--- src/rtl/fwd_hazard_unit.sv ---
// Operand-forwarding and load-use hazard unit for the five-stage pipeline.
// Holds a private destination-tag pipe (entry 0 = EX, 1 = MEM, 2 = WB, ...)
// that shifts every clock. It resolves rs1/rs2 of the ID instruction against
// the youngest matching producer and raises a one-cycle stall when that
// producer is a load still sitting in EX.
module fwd_hazard_unit #(
   parameter int XLEN  = 32,
   parameter int RA_W  = 5,
   parameter int DEPTH = 3,
   parameter int CNT_W = 32
) (
   input  logic                    clk,
   input  logic                    rst_n,
   input  logic                    id_valid,
   input  logic [RA_W-1:0]         id_rs1,
   input  logic [RA_W-1:0]         id_rs2,
   input  logic                    id_use_rs1,
   input  logic                    id_use_rs2,
   input  logic [RA_W-1:0]         id_rd,
   input  logic                    id_we,
   input  logic                    id_is_load,
   input  logic [XLEN-1:0]         id_rd1,
   input  logic [XLEN-1:0]         id_rd2,
   input  logic                    flush,
   input  logic [DEPTH*XLEN-1:0]   stage_data,
   output logic [XLEN-1:0]         op1,
   output logic [XLEN-1:0]         op2,
   output logic [2:0]              fwd_sel1,
   output logic [2:0]              fwd_sel2,
   output logic                    stall,
   output logic [CNT_W-1:0]        stall_cnt
);

   localparam int NSRC = 2;

   // Tag pipe, one bit/field per tracked stage.
   logic [DEPTH-1:0]           vld_pipe;
   logic [DEPTH-1:0]           we_pipe;
   logic [DEPTH-1:0]           ld_pipe;
   logic [DEPTH-1:0][RA_W-1:0] rd_pipe;

   // Per-source views so both operands share one resolver body.
   logic [RA_W-1:0] src      [NSRC];
   logic            src_use  [NSRC];
   logic [XLEN-1:0] rf_data  [NSRC];
   logic [XLEN-1:0] op       [NSRC];
   logic [2:0]      sel      [NSRC];
   logic            hazard   [NSRC];

   assign src[0]     = id_rs1;
   assign src[1]     = id_rs2;
   assign src_use[0] = id_use_rs1;
   assign src_use[1] = id_use_rs2;
   assign rf_data[0] = id_rd1;
   assign rf_data[1] = id_rd2;

   for (genvar s = 0; s < NSRC; s++) begin : g_src
      logic [XLEN-1:0] op_s;
      logic [2:0]      sel_s;
      logic            haz_s;
      logic            found;

      // Scan from EX outward; the first hit is the youngest producer and wins.
      // x0 never matches because rd == 0 producers are ignored.
      always_comb begin
         op_s  = rf_data[s];
         sel_s = '0;
         haz_s = 1'b0;
         found = 1'b0;
         for (int k = 0; k < DEPTH; k++) begin
            if (!found && src_use[s] && vld_pipe[k] && we_pipe[k] &&
                rd_pipe[k] != '0 && rd_pipe[k] == src[s]) begin
               found = 1'b1;
               op_s  = stage_data[k*XLEN +: XLEN];
               sel_s = 3'(k + 1);
               haz_s = (k == 0) && ld_pipe[k];
            end
         end
      end

      assign op[s]     = op_s;
      assign sel[s]    = sel_s;
      assign hazard[s] = haz_s;
   end

   assign op1      = op[0];
   assign op2      = op[1];
   assign fwd_sel1 = sel[0];
   assign fwd_sel2 = sel[1];

   // Load data is not available in EX, so only an entry-0 load stalls;
   // a flushed ID instruction never needs its operands.
   assign stall = (hazard[0] | hazard[1]) & id_valid & ~flush;

   // Shift the tag pipe every cycle; stalls and flushes inject a bubble.
   always_ff @(posedge clk or negedge rst_n) begin
      if (!rst_n) begin
         vld_pipe <= '0;
         we_pipe  <= '0;
         ld_pipe  <= '0;
         rd_pipe  <= '0;
      end else begin
         vld_pipe[0] <= id_valid & ~flush & ~stall;
         we_pipe[0]  <= id_we;
         ld_pipe[0]  <= id_is_load;
         rd_pipe[0]  <= id_rd;
         for (int k = 1; k < DEPTH; k++) begin
            vld_pipe[k] <= vld_pipe[k-1];
            we_pipe[k]  <= we_pipe[k-1];
            ld_pipe[k]  <= ld_pipe[k-1];
            rd_pipe[k]  <= rd_pipe[k-1];
         end
      end
   end

   // Saturating count of stall cycles.
   always_ff @(posedge clk or negedge rst_n) begin
      if (!rst_n)
         stall_cnt <= '0;
      else if (stall && stall_cnt != '1)
         stall_cnt <= stall_cnt + CNT_W'(1);
   end

endmodule

--- config.mk ---
export PLATFORM = sky130hd
export DESIGN_NAME = fwd_hazard_unit
export DESIGN_NICKNAME = d
export VERILOG_FILES = /design/src/rtl/fwd_hazard_unit.sv
export SDC_FILE = /design/constraint.sdc
export NUM_CORES = 1
export LEC_CHECK = 0
export CORE_MARGIN = 2
export CORE_UTILIZATION = 38
export CTS_CLUSTER_DIAMETER = 30
export DETAILED_ROUTE_END_ITERATION = 16
export PLACE_DENSITY_LB_ADDON = 0.2
export RECOVER_POWER = 100
export SYNTH_ARGS = -nofsm -noshare
export SYNTH_HDL_FRONTEND = slang
export SYNTH_SLANG_ARGS = --single-unit
--- constraint.sdc ---
create_clock -name clk -period 3 [get_ports clk]
set_input_delay 0.6 -clock clk [delete_from_list [all_inputs] [get_ports clk]]
set_output_delay 0.6 -clock clk [all_outputs]
set_load 0.01 [all_outputs]
==> impl_results.md, run 1 <==
* Crit Path Category: reg2out
* Total Wirelength at 23300 um
* Max-cap violations at 0
* Top cell type's share of synthesized area at 0.287
* Status: complete, but fails checks
* 1st-iter DRT viols at 483
* Clock slew at reported path FFs at 70 ps
* H-tree level count at 2
* Area delta synth->final at 90.2%
* Mapped Cells at 565
* Slew Limit Fails at 0
* Leading area contributor after synthesis: dfrtp_1
* Achievable Freq at 293 MHz
* Worst Tran Pin Value at 1160 ps
* Placed insts at 1049
* RSZ-0062 raised after global routing: yes
* Post-synth cell types at 44
* Hold crit path type: reg2reg
* R2r worst-path depth at 13
* Core footprint at 0.0121 mm^2
* Die Y at 115 um
* Failing checks: setup timing
* First-pass GRT wire length at 34900 um
* Clk_skew at 7.02 ps
* Post-CTS Hold Fix Bufs at 0
* DRT Pass-1 Iters at 6
* I/O pins at 286
* Core Rows at 40
* Fin crit share at 1.14
* PD cells at 221 mW/mm^2
* Relative slew slack at 0.230
* Non-Filler Instances at 1100
* CP Launch Type: flop
* GRT overflow at 0
* Antenna violations before repair at 1
* Leakage at 0.00391 uW
* Synth Cell Area at 0.00471 mm^2
* DR vias/cell at 5.59
* Worst-skew pair later-pin latency at 290 ps
* Gr usage total at 0.338
* CTS tree: yes
* Peak fanout along the critical path at 6
* Yosys warning total at 0
* Share of cells above drive strength 1 at 0.317
* Root buf cell: clkbuf_16
* Final Critical Period at 3410 ps
* Seq/Total Area, Yosys at 0.287
* Fillcell total at 908
* Average cell area after synthesis at 8.33 um^2
* Routed length per instance at 21.2 um
* Synthesis-stage register bit count at 54
* Core Util, Final at 0.742
* Final net count at 1114
* Initial Util at 0.390
* Setup ws final at -409 ps
* R2R Setup Slk at 0 ps
* Die area at 0.0133 mm^2
* Clock buffer depth at 2
* Vias in the first global route at 6307
* Die width at 115 um
* HPWL Detailed at 17000 um
* IO Port Bufs at 283
* Clk sinks at 54
* # setup viols final at 67
* Hold Vio Cnt, Final at 0
* Detail Route Antenna Nets at 0
* Hold path cells at 0
* VDD IR max at 0.000425 V
* Worst EP arrival at 2810 ps
* RePlAce Congestion at 0.961
* # DRC at 0
* Top cells by area, synth: dfrtp_1 (29%), a211oi_2 (7.7%), xnor2_1 (7.4%)
* Critical path capture point type: primary output
* Vias at 6148
* CTS Buf Count at 5
* Largest net degree at the start of global routing at 34
* CP required at 2400 ps
synth_stat cells (all sizes together):
master,n
nand2,79
dfrtp,54
nor2,41
and3,40
xnor2,40
nor3,39
o21ai,35
mux2i,33
a211oi,32
o2bb2ai,32
clkbuf,28
nand4,21
xor2,19
nand3,16
buf,14
and4,5
inv,5
nor4,5
or4,5
and2,2
and3b,2
nand2b,2
or3,2
a21boi,1
a21oi,1
a41oi,1
conb,1
ha,1
mux2,1
nand3b,1
nor4b,1
o2111a,1
o211ai,1
o221a,1
o221ai,1
o311a,1
or4b,1
path summary, 6_finish.rpt:
path	start	endpoint
max	rd_pipe[3]	op1[5]
min	we_pipe[1]	we_pipe[2]
max reg2reg	rd_pipe[4]	stall_cnt[11]
min reg2reg	we_pipe[1]	we_pipe[2]
max in group asynchronous	rst_n	stall_cnt[26]
min in group asynchronous	rst_n	stall_cnt[2]
state kept, by name, indices dropped and copies added (netlist names):
| name | count |
|---|---|
| stall_cnt | 32 |
| we_pipe | 3 |
| ld_pipe | 1 |
| vld_pipe | 3 |
| rd_pipe | 15 |
worst max-delay path, cell delays in order, from the launching register on:
cell and delay [ps]:
dfrtp_1 380, or4_4 570, nor2_4 110, buf_6 110, nor4_4 30, buf_4 150
or4b_4 590, buf_6 170, buf_12 130, o21ai_2 50, o2bb2ai_1 70, buf_2 150
per-layer routing:
metal | vias to the layer above | routed length [um] | track usage | part of all wire
met5 | - | 0 | 0 | 0
met4 | 0 | 819 | 0.133 | 0.035
met3 | 76 | 1660 | 0.0654 | 0.071
met2 | 303 | 11800 | 0.596 | 0.51
met1 | 2976 | 9050 | 0.405 | 0.39
li1 | 2793 | - | - | -
cells by family after synthesis:
| logic type | count (synthesis) | synth area share |
|---|---|---|
| simple gates | 262 | 0.282 |
| compound gates | 107 | 0.195 |
| xor+xnor | 59 | 0.110 |
| flops | 54 | 0.287 |
| buf+inv | 47 | 0.0503 |
| mux | 34 | 0.0726 |
| fa+ha+maj | 1 | 0.00266 |
| other cells | 1 | 0.000797 |
layout make-up:
class,count,area [um^2],area share
repair buffers,399,3710,0.415
multi-input cells,465,3500,0.391
flip-flops and latches,54,1350,0.151
well taps,168,210,0.0235
clock buffers,6,139,0.0155
inverters,5,18.8,0.00210
clock inverters,2,16.3,0.00182
diodes,1,2.50,0.000280
stage by stage:
stage	setup slack [ps]	total power [uW]	setup TNS, ps	hold WS (ps)	cell area [um^2]
2_1_floorplan	154	933	0	304	4710
5_1_grt	-468	2040	-25000	405	8950
3_5_place_dp	-902	1390	-59280	371	8220
4_1_cts	-479	1970	-17960	278	8850
3_3_place_gp	-891	1380	-54510	363	8220
6_report	-409	1980	-18320	386	8950
power breakdown:
part,switching [uW],internal (uW)
Clock,266,335
Combinational,252,370
Sequential,12.5,743
Total,530,1450
cells in the final DEF (no fill, tap or decap), drive strengths merged, types with 19 or more instances in the layout:
| master | netlist | routed |
|---|---|---|
| dlygate4sd3 | 0 | 39 |
| dfrtp | 54 | 54 |
| mux2i | 33 | 33 |
| buf | 14 | 174 |
| xor2 | 19 | 19 |
| o2bb2ai | 32 | 32 |
| o21ai | 35 | 35 |
| clkdlybuf4s50 | 0 | 163 |
| nor3 | 39 | 39 |
| and3 | 40 | 40 |
| nand2 | 79 | 79 |
| a211oi | 32 | 32 |
| xnor2 | 40 | 40 |
| clkbuf | 28 | 24 |
| nand4 | 21 | 21 |
| nor2 | 41 | 41 |
repair_timing:
action / in CTS / in global routing
endpoints found under the setup margin: 69 / 69
resized for setup: 436 / 32
pin swaps: 40 / 33
setup buffers: 29 / 10
gates cloned: 8 / 2
No activity file was read; power rests on OpenSTA's default activity.
==> run 2: changes to the inputs <==
CORE_ASPECT_RATIO = 1.2   (was default)
==> run 2 against run 1 <==
Net effect:
- the run still ends with setup timing left
- non-clock buffer count rose by 15
- register-to-register slack improved by 30 ps
- hold slack improved by 7.4 ps
- clock power rose by 13%
- sequential share of layout area fell by 1.0 points
- wire length rose by 10%
- utilization rose by 5.0 points
- cell count rose by 0.82%
- critical endpoint unchanged
- largest cell class unchanged
- largest power group unchanged
- highest routed layer unchanged
==> impl_results.md, run 2 (synthesized netlist as in run 1, its figures left out) <==
* H-tree level count at 2
* Placed insts at 1044
* M2 GR Usage at 0.621
* Vias in the first global route at 6829
* Clk_skew at 3.42 ps
* Leakage at 0.00405 uW
* 1st-iter DRT viols at 459
* Hold Vio Cnt, Final at 0
* Die area at 0.0133 mm^2
* Root buf cell: clkbuf_16
* Largest net degree at the start of global routing at 36
* Total Wirelength at 25700 um
* DR vias/cell at 5.90
* Initial Util at 0.389
* Area delta synth->final at 104%
* VDD IR max at 0.000460 V
* CP delay by family, top: simple AND/OR/NAND/NOR gates
* Crit-path cells: or4_4 > nor2_4 > buf_6 > nor4_4 > buf_4 > or4b_4 > buf_6 > buf_6 > o21ai_2 > o2bb2ai_1 > buf_2
* Clock buffer depth at 2
* Worst Tran Pin Value at 1000 ps
* Max reg flops at 32
* First-pass GRT wire length at 37400 um
* Slowest CP cell: or4_4
* Die Y at 126 um
* CP max stage delay at 580 ps
* Core footprint at 0.0121 mm^2
* Largest Register: stall_cnt
* Most frequent cells in the layout: clkdlybuf4s50_1 (203), nand2_1 (76), buf_2 (66)
* Crit Path Category: reg2out
* CP required at 2400 ps
* CP Launch Type: flop
* Setup ws final at -419 ps
* Status: complete, but fails checks
* Met3 Resource Use GR at 0.0937
* Gr usage total at 0.357
* Peak fanout along the critical path at 5
* Slew Limit Fails at 0
* CTS tree: yes
* Multi-input logic area at 0.00371 mm^2
* Commonest non-fill, non-tap cell in the layout: clkdlybuf4s50_1
* CP Buf/Inv Count at 5
* GRT busiest layer: met2
* # setup viols final at 65
* Hold_ws at 393 ps
* RePlAce Congestion at 1.02
* Critical path capture point type: primary output
* Core Util, Final at 0.792
* DRT Pass-1 Iters at 5
* I/O pins at 286
* Final Critical Period at 3420 ps
* Achievable Freq at 292 MHz
* Vias at 6544
* GRT overflow at 0
* Worst-skew pair later-pin latency at 290 ps
* Setup Total Neg Slack at -20130 ps
* GR met1 Demand/Resource at 0.390
* Max-cap violations at 0
* Antenna violations before repair at 3
* CTS Buf Count at 5
* Fillcell total at 743
* Overall Power at 2090 uW
* Hold crit path type: reg2reg
* Core Rows at 44
* Clock slew at reported path FFs at 70 ps
* Failing checks: setup timing
* Detail Route Antenna Nets at 0
* Non-Filler Instances at 1109
* # DRC at 0
* PD cells at 218 mW/mm^2
* IO Port Bufs at 283
* RSZ-0062 raised after global routing: yes
* Sequential cell area at 0.00135 mm^2
* Relative slew slack at 0.333
* HPWL Detailed at 16700 um
* Worst EP arrival at 2820 ps
* Routed length per instance at 23.2 um
* Final net count at 1129
* Most frequent CP cell: buf_6
* Fin crit share at 1.14
* Die width at 106 um
* Clk sinks at 54
* Largest regs: stall_cnt (32), rd_pipe (15)
* Share of cells above drive strength 1 at 0.363
run 2: cell types whose count changed in the layout (fill, tap and decap cells not counted), sizes merged, moves of 2 or more:
cell	change
clkdlybuf4s50	+40
dlygate4sd3	-39
clkdlybuf4s15	+2
bufbuf	+2
buf	+15
clkbuf	-3
run 2: path summary, 6_finish.rpt:
check / startpoint / end / slack [ps] / depth (start not counted)
max in group asynchronous: rst_n / stall_cnt[29] / 1540 / 2
hold reg to reg: we_pipe[1] / we_pipe[2] / 390 / 0
min in group asynchronous: rst_n / stall_cnt[5] / 450 / 1
setup / recovery: rd_pipe[1] / op1[5] / -420 / 11
hold / removal: we_pipe[1] / we_pipe[2] / 390 / 0
setup reg to reg: rd_pipe[4] / stall_cnt[8] / 30 / 12
run 2: worst register-to-register path: stages, from the launching register on:
cell and delay, ps:
dfrtp_1 420, buf_6 130, buf_6 110, xnor2_2 130, nand4_1 200, or4_4 590, buf_4 160, buf_8 140
clkbuf_16 170, buf_4 150, a21boi_1 210, nand3_1 120, mux2_1 330
run 2: routing by layer:
| layer | vias to the layer above | share of wire | routed length (um) |
|---|---|---|---|
| met5 | - | 0 | 0 |
| met4 | 0 | 0.079 | 2040 |
| met3 | 152 | 0.093 | 2400 |
| met2 | 441 | 0.48 | 12500 |
| met1 | 3117 | 0.34 | 8840 |
| li1 | 2834 | - | - |
run 2: power by group:
group | internal (uW) | switching [uW] | total, uW
clock | 420 | 260 | 679
combinational | 393 | 264 | 656
sequential | 743 | 13.5 | 757
run 2: stage by stage:
| step | setup slack (ps) | instance area (um^2) |
|---|---|---|
| 2_1_floorplan | 154 | 4710 |
| 3_3_place_gp | -884 | 8220 |
| 3_5_place_dp | -896 | 8220 |
| 4_1_cts | -456 | 9300 |
| 5_1_grt | -527 | 9580 |
| 6_report | -419 | 9590 |
run 2: layout make-up:
| cell class | instances | area share |
|---|---|---|
| clock inverters | 2 | 0.00405 |
| repair buffers | 414 | 0.430 |
| flip-flops and latches | 54 | 0.141 |
| inverters | 5 | 0.00196 |
| clock buffers | 6 | 0.0145 |
| multi-input cells | 465 | 0.387 |
| diodes | 2 | 0.000522 |
| well taps | 161 | 0.0210 |
run 2: what timing repair did:
action	4_1_cts	5_1_grt
pin swaps	29	26
gates resized for setup	422	92
cloned	13	6
setup endpoints to repair	70	69
buffers inserted	35	7
hold buffers	0	0
